[src/rtl/vga_pkg.sv]
// Shared VGA timing constants and FSM state encoding, used by both the
// timing generator and the sink.
package vga_pkg;

  localparam int VGA_H_TOTAL     = 800;
  localparam int VGA_H_SYNC      = 96;
  localparam int VGA_H_ACT_START = 145;
  localparam int VGA_H_ACT_END   = 784;
  localparam int VGA_V_TOTAL     = 525;
  localparam int VGA_V_SYNC      = 2;
  localparam int VGA_V_ACT_START = 36;
  localparam int VGA_V_ACT_END   = 515;

  localparam int CNT_W = 10;

  typedef enum logic [1:0] {
    IDLE    = 2'd0,
    ACQUIRE = 2'd1,
    LOCKED  = 2'd2
  } vga_state_e;

  // Position counters stick at all-ones so a runaway sync cannot wrap back
  // into the active window.
  function automatic logic [CNT_W-1:0] sat_inc(input logic [CNT_W-1:0] v);
    return (v == {CNT_W{1'b1}}) ? v : v + 1'b1;
  endfunction

endpackage

[src/rtl/vga_sync_edge.sv]
// Registers the previous sample of one sync line and flags its falling and
// rising edges against the current sample.
module vga_sync_edge (
  input  logic pclk,
  input  logic reset,
  input  logic sync_in,
  output logic fall,
  output logic rise
);

  logic prev;

  always_ff @(posedge pclk) begin
    if (reset) prev <= 1'b0;
    else       prev <= sync_in;
  end

  assign fall = prev & ~sync_in;
  assign rise = ~prev & sync_in;

endmodule

[src/rtl/vga_sink.sv]
// VGA capture: recovers pixel position from hsync/vsync, checks line and
// frame timing, and emits valid pixels with sof/eol once locked.
module vga_sink
  import vga_pkg::*;
#(
  parameter int H_TOTAL     = VGA_H_TOTAL,
  parameter int H_SYNC      = VGA_H_SYNC,
  parameter int H_ACT_START = VGA_H_ACT_START,
  parameter int H_ACT_END   = VGA_H_ACT_END,
  parameter int V_TOTAL     = VGA_V_TOTAL,
  parameter int V_SYNC      = VGA_V_SYNC,
  parameter int V_ACT_START = VGA_V_ACT_START,
  parameter int V_ACT_END   = VGA_V_ACT_END
) (
  input  logic        pclk,
  input  logic        reset,
  input  logic        hsync,
  input  logic        vsync,
  input  logic [7:0]  vga_r,
  input  logic [7:0]  vga_g,
  input  logic [7:0]  vga_b,
  output logic        pix_valid,
  output logic [9:0]  pix_x,
  output logic [9:0]  pix_y,
  output logic [23:0] pix_data,
  output logic        sof,
  output logic        eol,
  output logic        locked,
  output logic        line_err,
  output logic        frame_err,
  output logic [15:0] frame_cnt
);

  localparam logic [CNT_W-1:0] HT   = CNT_W'(H_TOTAL);
  localparam logic [CNT_W-1:0] HS1  = CNT_W'(H_SYNC + 1);
  localparam logic [CNT_W-1:0] HAS  = CNT_W'(H_ACT_START);
  localparam logic [CNT_W-1:0] HAE  = CNT_W'(H_ACT_END);
  localparam logic [CNT_W-1:0] VT   = CNT_W'(V_TOTAL);
  localparam logic [CNT_W-1:0] VS1  = CNT_W'(V_SYNC + 1);
  localparam logic [CNT_W-1:0] VAS  = CNT_W'(V_ACT_START);
  localparam logic [CNT_W-1:0] VAE  = CNT_W'(V_ACT_END);

  // bit 0: hsync, bit 1: vsync
  logic [1:0] sync_bus, fall, rise;
  assign sync_bus = {vsync, hsync};

  for (genvar i = 0; i < 2; i++) begin : g_edge
    vga_sync_edge u_edge (
      .pclk    (pclk),
      .reset   (reset),
      .sync_in (sync_bus[i]),
      .fall    (fall[i]),
      .rise    (rise[i])
    );
  end

  logic hs_fall, hs_rise, vs_fall, vs_rise;
  assign hs_fall = fall[0];
  assign hs_rise = rise[0];
  assign vs_fall = fall[1];
  assign vs_rise = rise[1];

  logic [CNT_W-1:0] h_cnt, v_cnt, x_in, y_in;

  // x_in/y_in are the 1-based coordinates of the sample on the inputs now.
  always_comb begin
    x_in = hs_fall ? CNT_W'(1) : sat_inc(h_cnt);
    y_in = v_cnt;
    if (vs_fall)      y_in = CNT_W'(1);
    else if (hs_fall) y_in = sat_inc(v_cnt);
  end

  always_ff @(posedge pclk) begin
    if (reset) begin
      h_cnt <= '0;
      v_cnt <= '0;
    end else begin
      h_cnt <= x_in;
      v_cnt <= y_in;
    end
  end

  vga_state_e state, state_d;
  logic line_hit, frame_hit, line_bad, frame_bad, cnt_inc, pv;

  assign line_hit  = (hs_fall && h_cnt != HT) || (hs_rise && x_in != HS1) || (x_in > HT);
  assign frame_hit = (vs_fall && (v_cnt != VT || !hs_fall)) || (vs_rise && y_in != VS1);
  assign line_bad  = (state != IDLE) && line_hit;
  assign frame_bad = (state != IDLE) && frame_hit;

  always_ff @(posedge pclk) begin
    if (reset) state <= IDLE;
    else       state <= state_d;
  end

  always_comb begin
    state_d = state;
    case (state)
      IDLE:    if (vs_fall) state_d = ACQUIRE;
      ACQUIRE: if (line_bad || frame_bad) state_d = IDLE;
               else if (vs_fall)          state_d = LOCKED;
      LOCKED:  if (line_bad || frame_bad) state_d = IDLE;
      default: state_d = IDLE;
    endcase
  end

  // Every error-free vs_fall that leaves us in LOCKED is a counted frame,
  // including the one that completes acquisition.
  assign cnt_inc = vs_fall && (state_d == LOCKED);

  assign pv = (state == LOCKED) && (x_in >= HAS) && (x_in <= HAE)
                                && (y_in >= VAS) && (y_in <= VAE);

  always_ff @(posedge pclk) begin
    if (reset) begin
      pix_valid <= 1'b0;
      pix_x     <= '0;
      pix_y     <= '0;
      pix_data  <= '0;
      sof       <= 1'b0;
      eol       <= 1'b0;
      locked    <= 1'b0;
      line_err  <= 1'b0;
      frame_err <= 1'b0;
      frame_cnt <= '0;
    end else begin
      pix_valid <= pv;
      pix_x     <= pv ? x_in - HAS : '0;
      pix_y     <= pv ? y_in - VAS : '0;
      pix_data  <= pv ? {vga_r, vga_g, vga_b} : '0;
      sof       <= pv && (x_in == HAS) && (y_in == VAS);
      eol       <= pv && (x_in == HAE);
      locked    <= (state == LOCKED);
      line_err  <= line_bad;
      frame_err <= frame_bad;
      frame_cnt <= frame_cnt + (cnt_inc ? 16'd1 : 16'd0);
    end
  end

endmodule
[config.mk]
export PLATFORM = sky130hd
export DESIGN_NAME = vga_sink
export DESIGN_NICKNAME = d
export VERILOG_FILES = /design/src/rtl/vga_pkg.sv /design/src/rtl/vga_sync_edge.sv /design/src/rtl/vga_sink.sv
export SDC_FILE = /design/constraint.sdc
export NUM_CORES = 1
export LEC_CHECK = 0
export BUFFER_PORTS_ARGS = -buffer_cell sky130_fd_sc_hd__buf_2
export CORE_MARGIN = 3
export CORE_UTILIZATION = 40
export DETAILED_ROUTE_END_ITERATION = 10
export GPL_ROUTABILITY_DRIVEN = 1
export PLACE_DENSITY_LB_ADDON = 0.3
export SLEW_MARGIN = 15
export SYNTH_ARGS = -nofsm -noshare
export SYNTH_HDL_FRONTEND = slang
export SYNTH_SLANG_ARGS = --single-unit
[constraint.sdc]
create_clock -name pclk -period 3.9 [get_ports pclk]
set_input_delay 0.78 -clock pclk [delete_from_list [all_inputs] [get_ports pclk]]
set_output_delay 0.78 -clock pclk [all_outputs]
set_load 0.1 [all_outputs]
==> metrics.md, run 1 <==
| Metric | Value |
|---|---|
| DR vias | between 3000 and 4000 |
| Maximum VDD drop | 0.172 mV |
| Final instance area | 5310 sq um |
| Hold Violations, Final | 0 |
| Initial drt markers | 342 |
| Die Ht | around 110 microns |
| Total Nets Final | 621 |
| Post-synth EDFFs | 0 |
| Endpoint type of the worst setup path | flop |
| CTS tree | built |
| Layout cells sized above 1 | 0.343 |
| Internal power | 1.23 mW |
| # DRC | 0 |
| Slowest stage delay, CP | about 0.5 ns |
| Tightest Pin Transition | 0.825 ns |
| Clock Tree Buf Depth | 2 |
| Reg-to-reg slack, setup | 0.28 ns |
| Layout area overhead | 21.8% |
| Fin crit share | 0.928 |
| Yosys reg bits | 90 |
| # fillers | 997 |
| Flop pwr share | 0.566 |
| Antenna Violating Nets Remaining | 0 |
| RePlAce Congestion | 0.940 |
| Combinational power share | 0.067 |
| Synth cell count leaders | dfxtp_1 (90), nor2_1 (47), inv_1 (34) |
| Most common cell in the synthesized netlist | dfxtp_1 |
| P_sw | 0.423 mW |
| Crit-path slowest cell | dfxtp_1 |
| GR Layer Usage met3 | 0.0389 |
| P_leak | 2.29 nW |
| Clock root buffer | clkbuf_8 |
| Main area contributors after synthesis | dfxtp_1 (41%), nor3_2 (7.3%), nor2_1 (4.0%) |
| Chip width | 110 microns |
| Seq/Total Area, Yosys | 0.413 |
| CTS Sinks | 90 |
| Maxcap violations | 0 |
| Global route hottest layer | met2 |
| Cell Rows | 37 |
| Wirelength per Cell | 14.7 microns |
| Asr flop ratio synth | 0 |
| Nature of the critical path startpoint | flop |
| Clock transition at path regs | about 0.09 ns |
| Syn Nets | roughly 520 |
| Full die area | around 12000 sq um |
| Synth Instances | 476 |
| Worst slew margin | 0.450 |
| HPWL Detailed | 7860 microns |
| Req. time, crit path | 4.13 ns |
| Ys flop type | dfxtp_1 |
| Setup_tns | 0 ns |
| Port bufs | 93 |
| GR Overflow Total | 0 |
| Worst Skew | 0.0108 ns |
| Crit Path Class | reg2reg |
| 1st-pass router iterations | 8 |
| Worst hold path class | reg2reg |
| RSZ-0062 raised after global routing | no |
| Max Freq | 0.276 GHz |
| Final setup vio count | 0 |
| Largest net degree at the start of global routing | 43 |
| Initial antenna violation count | 0 |
| Post-synthesis area per instance | 9.17 sq um |
| GRT Util Overall | 0.173 |
| Final Slew Violations | 0 |
| Cell area after synthesis | 4360 sq um |
| CTS Buf Count | 9 |
| H-Tree Depth | 3 |
| Post-synth top area share | 0.413 |
| Post-CTS Setup Bufs | 0 |
| Initial Util | 0.417 |
| Core Area | approximately 10000 sq um |
| Post-synth top area cell | dfxtp_1 |
| Placed Area | slightly above 5000 sq um |
| Switching share of power | 0.257 |
| Vias/cell | 5.36 |
| CP dominant cell by count | ha_1 |
| Hold-fix buffers, CTS | 0 |
| Routed wire length | 10600 microns |
| Clock share of power | 0.367 |
| Met2 Track Usage GR | 0.253 |
| Yosys warns | 0 |
| Crit Path Max Fanout | 7 |
| Outcome | finished clean |
| Final min period | 3.62 ns |
| ANT cells | 0 |
| Global-route wire length before repair | 17800 microns |
| Worst-skew pair later-pin latency | 0.37 ns |
| Vias in the first global route | about 3600 |
| Distinct cell type count after synthesis | 59 |
| Pwr dens | between 300 and 400 nW/um^2 |
| Worst-path cell chain | ha_1, and4_2, a31oi_2, a311o_1, ha_1, nand2_1, nor3_1, a41o_1, o21ai_1, nor4_2, ha_1, ha_1, buf_4, nand4_1, xor2_1, nor2_1 |
| Met1 Use GR | 0.250 |
| Critical path arrival | 3.85 ns |
| # IOs | 94 |
[metrics by stage]
stage / utilization / total power [mW] / instances / hold WS [ns] / worst slack [ns]
finish: 0.508 / 1.65 / 722 / 0.513 / 0.279
global route: 0.508 / 1.72 / 722 / 0.551 / 0.0237
CTS: 0.504 / 1.67 / 722 / 0.516 / 0.0374
detailed placement: 0.485 / 1.06 / 706 / 0.503 / -0.0512
global placement: 0.485 / 1.06 / 706 / 0.494 / 0.172
floorplan: - / 1.02 / 476 / 0.470 / 0.0863
[cell type report]
cell class / instances / area (sq um) / area share
multi-input combinational: 326 / 2340 / 0.440
tap: 136 / 170 / 0.0320
timing repair buffer: 120 / 681 / 0.128
clock inverter: 6 / 48.8 / 0.00918
sequential: 90 / 1810 / 0.340
inverter: 34 / 128 / 0.0240
clock buffer: 10 / 138 / 0.0259
[repair_timing]
item / in CTS / in global routing
hold endpoints to repair: 0 / 0
resized for setup: 1 / 15
pin swaps: 0 / 2
endpoints found under the setup margin: 9 / 14
[kinds of logic after synthesis]
group,synth area share
AND/OR/NAND/NOR,0.292
flip-flops,0.413
AO/OA/AOI/OAI,0.134
buffers and inverters,0.0648
XOR/XNOR,0.0522
adder cells (fa/ha/maj),0.0344
multiplexers,0.0100
[per-layer routing]
metal / routed length (microns) / part of all wire
met1: 5050 / 0.48
met2: 4520 / 0.43
met3: 813 / 0.077
met4: 203 / 0.019
met5: 0 / 0
[critical path, delay by kind of cell, from the launching register on]
kind / cells / cell delay, ns
xor+xnor: 1 / 0.17
compound gates: 4 / 1.04
flops: 1 / 0.49
fa+ha+maj: 4 / 0.88
simple gates: 6 / 0.74
buf+inv: 1 / 0.16
[worst paths after layout]
kind / depth (start not counted) / to / from
worst max-delay path: 16 / frame_cnt[12] / v_cnt[0]
worst min register to register: 2 / frame_cnt[6] / frame_cnt[6]
worst max register to register: 16 / frame_cnt[12] / v_cnt[0]
worst min-delay path: 2 / frame_cnt[6] / frame_cnt[6]
[cell usage in the layout, fill, tap and decap left out, types with 4 or more instances in the layout]
cell      Yosys  layout
nor3_1       17      16
xnor2_1      12      12
dfxtp_1      90      84
and4_1        6       5
buf_2         7      93
or3_1         7       7
o211ai_1      5       5
nand2b_1      4       4
o21a_1        4       4
nor2b_1       9       9
xor2_1       14      14
dfxtp_2       0       6
a21oi_1      10      10
a211oi_1      5       5
nand3_1      21      20
nand2_1      23      22
inv_1        34      34
a31oi_1       4       4
and3_1        7       6
nor3_2       32      32
nor2_1       47      46
ha_1         12      12
nor4_2        6       7
clkbuf_8      0      10
o21ai_0      11      11
nand4_1      14      14
buf_4         3      26
and2_1        5       5
[power groups by stage]
stage                     Clock, mW  Sequential, mW  Combinational [mW]
after floorplan                   0           0.954              0.0656
after global placement            0           0.953               0.106
after detailed placement          0           0.953               0.107
after CTS                     0.626           0.932               0.108
after global routing          0.665           0.934               0.123
final                         0.605           0.933               0.111
[registers in the layout, summed over array words and instances (netlist names)]
name / cells
state: 2
frame_err: 1
line_err: 1
v_cnt: 10
sof: 1
pix_y: 10
pix_data: 24
pix_x: 10
locked: 1
g_edge.u_edge.prev: 2
pix_valid: 1
frame_cnt: 16
eol: 1
h_cnt: 10
No activity file was read; power rests on OpenSTA's default activity.
==> run 2: changes to the inputs <==
--- a/config.mk
+++ b/config.mk
@@ -8,10 +8,12 @@
 export BUFFER_PORTS_ARGS = -buffer_cell sky130_fd_sc_hd__buf_2
 export CORE_MARGIN = 3
 export CORE_UTILIZATION = 40
+export CTS_CLUSTER_DIAMETER = 120
 export DETAILED_ROUTE_END_ITERATION = 10
 export GPL_ROUTABILITY_DRIVEN = 1
 export PLACE_DENSITY_LB_ADDON = 0.3
 export SLEW_MARGIN = 15
 export SYNTH_ARGS = -nofsm -noshare
 export SYNTH_HDL_FRONTEND = slang
+export SYNTH_HIERARCHICAL = 1
 export SYNTH_SLANG_ARGS = --single-unit
==> run 2 against run 1 <==
Clock-buffer cell count did not move; worst setup slack got worse by 0.049 ns; combinational power rose by 6%; worst hold slack got worse by 0.00082 ns; largest cell class unchanged; largest power group unchanged.
==> metrics.md, run 2 <==
| Metric | Value |
|---|---|
| Outcome | finished clean |
| Post-synth top area share | 0.435 |
| Worst Skew | 0.0109 ns |
| DR vias | 3740 |
| Core Area | 9910 sq um |
| Chip width | approximately 110 microns |
| Final setup vio count | 0 |
| Pwr dens | 338 nW/um^2 |
| Syn Nets | 493 |
| Worst hold path class | reg2reg |
| Routed wire length | a little over 10000 microns |
| Top flop regs | pix_data: 24 flops, frame_cnt: 16 flops |
| Post-synthesis area per instance | 9.14 sq um |
| Hold Violations, Final | 0 |
| Seq/Total Area, Yosys | 0.435 |
| Initial drt markers | 212 |
| # DRC | 0 |
| Cell area after synthesis | between 4000 and 5000 sq um |
| Clock transition at path regs | 0.09 ns |
| Port bufs | 93 |
| Ys flop type | dfxtp_1 |
| GRT Util Overall | 0.180 |
| Vias in the first global route | 3498 |
| Final min period | 3.67 ns |
| Yosys warns | 6 |
| P_leak | between 2 and 2.5 nW |
| Layout area overhead | 25.8% |
| Tightest Pin Transition | 0.807 ns |
| Cell Rows | 36 |
| Fin util | 0.526 |
| Fin crit share | 0.941 |
| Most common cell after layout, fill and taps aside | buf_2 |
| Post-place setup slack | -0.0893 ns |
| Yosys reg bits | 90 |
| RePlAce Congestion | a little under 1 |
| H-Tree Depth | 3 |
| Max Freq | 0.272 GHz |
| Post-synth top area cell | dfxtp_1 |
| Reg-to-reg slack, setup | 0.23 ns |
| # IOs | 94 |
| Most common cell in the synthesized netlist | dfxtp_1 |
| Post-synth EDFFs | 0 |
| Placed cell count | about 700 |
| Distinct cell type count after synthesis | 67 |
| Worst-skew pair later-pin latency | between 0.3 and 0.4 ns |
| Antenna Violating Nets Remaining | 0 |
| 1st-pass router iterations | 5 |
| Maxcap violations | 0 |
| RSZ-0062 raised after global routing | yes |
| Req. time, crit path | 4.18 ns |
| Vias/cell | 5.25 |
| Critical path arrival | 3.95 ns |
| Die Ht | 108 microns |
| CTS tree | built |
| Crit Path Max Fanout | 6 |
| Full die area | 11600 sq um |
| Nature of the critical path startpoint | flop |
| Endpoint type of the worst setup path | flop |
| HPWL Detailed | 7770 microns |
| Maximum VDD drop | 0.168 mV |
| Wirelength per Cell | 14.5 microns |
| Clock root buffer | clkbuf_8 |
| GR Overflow Total | 0 |
| Clock Tree Buf Depth | 2 |
| Crit Path Class | reg2reg |
| Synth Instances | 453 |
| CTS Sinks | 90 |
| Most frequent cells in the layout | buf_2 (93), dfxtp_1 (90), nor2_1 (55), buf_4 (43), and2_1 (29) |
| Worst slew margin | 0.462 |
| CTS Buf Count | 9 |
| Main area contributors after synthesis | dfxtp_1 (44%), nor2_1 (5.0%), and2_1 (4.4%) |
| Crit-path slowest cell | dfxtp_1 |
| Largest net degree at the start of global routing | 44 |
| Asr flop ratio synth | 0 |
| Max reg flops | 24 |
| Post-route non-filler standard cell count | 713 |
| Initial antenna violation count | 0 |
| ANT cells | 0 |
| Layout cells sized above 1 | 0.314 |
| Synth cell count leaders | dfxtp_1 (90), nor2_1 (55), and2_1 (29) |
| Total Nets Final | 616 |
| Worst-path cell chain | ha_2, nand3_2, nor3_4, mux2i_1, or2_2, ha_2, nand4b_1, o311a_1, nor4b_2, o21a_1, o2111a_1, ha_1, ha_1, and2_4, nand2_1, or3_1, a21oi_1 |
| Final setup margin | 0.230 ns |
| Final Slew Violations | 0 |
| Slowest stage delay, CP | 0.34 ns |
| Biggest register | pix_data |
| Global-route wire length before repair | between 15000 and 20000 microns |
| Initial Util | 0.418 |
## run 2: cell types whose count changed in the layout (fill, tap and decap cells not counted), sizes merged, moves of 16 or more
cell,change
nor3,-39
buf,+16
and2,+24
inv,-19
nor2,+18
## run 2: power by group
part           total, mW  internal (mW)  switching [mW]
Clock              0.715          0.381           0.335
Sequential         0.929          0.924         0.00480
Combinational      0.118         0.0527          0.0652
## run 2: path summary, 6_finish.rpt
check | start | endpoint | cells past startpoint
setup / recovery | h_cnt[0] | frame_cnt[14] | 17
hold / removal | frame_cnt[9] | frame_cnt[9] | 2
setup reg to reg | h_cnt[0] | frame_cnt[14] | 17
hold reg to reg | frame_cnt[9] | frame_cnt[9] | 2
## run 2: through the flow
step | instance area [sq um] | hold slack, ns | setup TNS (ns) | power [mW]
4_1_cts | 5180 | 0.513 | 0 | 1.78
5_1_grt | 5210 | 0.550 | -0.0745 | 1.84
3_5_place_dp | 4950 | 0.498 | -0.0960 | 1.07
6_report | 5210 | 0.513 | 0 | 1.76
3_3_place_gp | 4950 | 0.484 | 0 | 1.07
2_1_floorplan | 4150 | 0.525 | 0 | 1.02
## run 2: per-layer routing
layer / track usage / up-vias / wire (microns)
li1: - / 1839 / -
met1: 0.228 / 1787 / 4410
met2: 0.300 / 94 / 5230
met3: 0.0360 / 20 / 497
met4: 0.0721 / 0 / 227
met5: 0 / - / 0
## run 2: cell families after synthesis
group	share of synthesized area
buffers and inverters	0.0501
XOR/XNOR	0.0486
AND/OR/NAND/NOR	0.285
flip-flops	0.435
multiplexers	0.00967
AO/OA/AOI/OAI	0.135
adder cells (fa/ha/maj)	0.0363
## run 2: worst max-delay path: cells and delay by family (launching register included)
kind,cells,cell delay (ns)
compound gates,4,0.88
fa+ha+maj,4,0.72
flops,1,0.34
simple gates,8,1.44
mux,1,0.23
## run 2: area by class of cell
| cell class | count | area, sq um |
|---|---|---|
| clock inverters | 5 | 87.6 |
| fillers | 943 | 4700 |
| flip-flops and latches | 90 | 1800 |
| well taps | 133 | 166 |
| repair buffers | 136 | 788 |
| multi-input cells | 322 | 2160 |
| clock buffers | 10 | 138 |
| inverters | 17 | 63.8 |
## run 2: timing repair
| action | CTS | global route |
|---|---|---|
| hold buffers | 0 | 0 |
| gates resized for setup | 0 | 7 |
| setup buffers | 0 | 1 |
| setup endpoints to repair | 0 | 13 |
==> run 3: changes to the inputs <==
--- a/config.mk
+++ b/config.mk
@@ -8,10 +8,12 @@
 export BUFFER_PORTS_ARGS = -buffer_cell sky130_fd_sc_hd__buf_2
 export CORE_MARGIN = 3
 export CORE_UTILIZATION = 40
+export CTS_BUF_LIST = sky130_fd_sc_hd__clkbuf_8
 export CTS_CLUSTER_DIAMETER = 120
 export DETAILED_ROUTE_END_ITERATION = 10
 export GPL_ROUTABILITY_DRIVEN = 1
 export PLACE_DENSITY_LB_ADDON = 0.3
+export SKIP_LAST_GASP = 1
 export SLEW_MARGIN = 15
 export SYNTH_ARGS = -nofsm -noshare
 export SYNTH_HDL_FRONTEND = slang
==> run 3 against run 2 <==
Cell area about the same; global-route usage unchanged; clock-buffer cell count is the same; clock power about the same; routed wire length hardly changed; sequential share of layout area hardly changed; maximum frequency is essentially flat; flip-flop and latch count stayed put; sequential power about the same; via count is essentially flat; first-iteration DRC count did not move; register-to-register slack barely moved.
==> metrics.md, run 3 (synthesis gave the netlist of run 2 again) <==
| Metric | Value |
|---|---|
| Global-route wire length before repair | roughly 17000 microns |
| Worst hold path class | reg2reg |
| Worst Skew | 0.0109 ns |
| Max reg flops | 24 |
| Nature of the critical path startpoint | flop |
| Pwr dens | 338 nW/um^2 |
| Most common cell after layout, fill and taps aside | buf_2 |
| Worst slew margin | 0.462 |
| CTS Sinks | 90 |
| Worst-skew pair later-pin latency | 0.36 ns |
| Critical path arrival | 3.95 ns |
| CTS Buf Count | 9 |
| GRT Util Overall | 0.180 |
| Initial Util | 0.418 |
| Max Freq | 0.272 GHz |
| Total Nets Final | 616 |
| Full die area | about 12000 sq um |
| Clock transition at path regs | 0.09 ns |
| Chip width | 108 microns |
| Hold-fix buffers, CTS | 0 |
| Initial antenna violation count | 0 |
| Biggest register | pix_data |
| Die Ht | 108 microns |
| Port bufs | 93 |
| Layout cells sized above 1 | 0.312 |
| Final Slew Violations | 0 |
| RSZ-0062 raised after global routing | yes |
| M1 WL | about 4400 microns |
| Vias in the first global route | 3498 |
| Hold Violations, Final | 0 |
| Clock root buffer | clkbuf_8 |
| HPWL Detailed | 7770 microns |
| Core Area | 9910 sq um |
| CTS tree | built |
| Clock Tree Buf Depth | 2 |
| RePlAce Congestion | roughly 0.96 |
| Final setup vio count | 0 |
| Cell Rows | 36 |
| GR Overflow Total | 0 |
| Largest net degree at the start of global routing | 44 |
| Setup_tns | 0 ns |
| H-Tree Depth | 3 |
| Final min period | 3.67 ns |
| WL met2 | 5230 microns |
| Routed wire length | about 10000 microns |
| Maximum VDD drop | 0.168 mV |
| Fin crit share | 0.941 |
| Layout area overhead | 25.7% |
| Tightest Pin Transition | 0.807 ns |
| Crit Path Max Fanout | 6 |
| Endpoint type of the worst setup path | flop |
| Placed Area | 4950 sq um |
| Initial drt markers | 212 |
| Highest Signal Layer | met4 |
| # DRC | 0 |
| Overall power | 1.76 mW |
| P_leak | 2.35 nW |
| Vias/cell | about 5.2 |
| Req. time, crit path | 4.18 ns |
| # IOs | 94 |
| Outcome | finished clean |
| Maxcap violations | 0 |
| Wirelength per Cell | 14.5 microns |
| Wire length on met3 | 500 microns |
| Most frequent cells in the layout | buf_2 (93), dfxtp_1 (90), nor2_1 (55), buf_4 (43), and2_1 (29) |
| 1st-pass router iterations | 5 |
| Antenna Violating Nets Remaining | 0 |
| Final instance area | 5210 sq um |
| Crit Path Class | reg2reg |
| ANT cells | 0 |
| Top flop regs | pix_data: 24 flops, frame_cnt: 16 flops |
| DR vias | 3743 |
## run 3: layout make-up
| type | instances | area, sq um |
|---|---|---|
| clock inverter | 5 | 87.6 |
| multi-input combinational | 322 | 2160 |
| clock buffer | 10 | 138 |
| timing repair buffer | 136 | 788 |
| sequential | 90 | 1800 |
| tap | 133 | 166 |
| inverter | 17 | 63.8 |
| fill | 943 | 4700 |
## run 3: path summary, 6_finish.rpt
check,cells past startpoint,slack (ns),from,to
max,17,0.23,h_cnt[0],frame_cnt[14]
min,2,0.51,frame_cnt[9],frame_cnt[9]
max reg2reg,17,0.23,h_cnt[0],frame_cnt[14]
min reg2reg,2,0.51,frame_cnt[9],frame_cnt[9]
## run 3: what timing repair did
| action | CTS | global route |
|---|---|---|
| endpoints found under the setup margin | 0 | 13 |
| buffers inserted | 0 | 1 |
| resized for setup | 0 | 6 |
## run 3: power by group
part	switching, mW	internal [mW]
Sequential	0.00472	0.924
Combinational	0.0653	0.0527
Clock	0.335	0.381
## run 3: critical path, cell delays in order, from the launching register on
cell and delay [ns]:
dfxtp_1 0.34, ha_1 0.19, nand3_2 0.12, nor3_4 0.25, mux2i_1 0.23, or2_2 0.15, ha_2 0.19, nand4b_1 0.12
o311a_1 0.34, nor4b_2 0.25, o21a_1 0.19, o2111a_1 0.20, ha_1 0.17, ha_1 0.17, and2_4 0.18, nand2_1 0.07
or3_1 0.31, a21oi_1 0.15
## run 3: metrics by stage
step           instances  worst slack (ns)  hold slack [ns]   util
2_1_floorplan        453            0.0329            0.525      -
3_3_place_gp         697            0.0665            0.484  0.500
3_5_place_dp         697           -0.0893            0.498  0.500
4_1_cts              712            0.0302            0.513  0.522
5_1_grt              713           -0.0455            0.550  0.526
6_report             713             0.230            0.513  0.526
## run 3: per-layer routing
| metal | global-route usage | vias to the layer above |
|---|---|---|
| met5 | 0 | - |
| met4 | 0.0721 | 0 |
| met3 | 0.0360 | 20 |
| met2 | 0.300 | 96 |
| met1 | 0.228 | 1788 |
| li1 | - | 1839 |
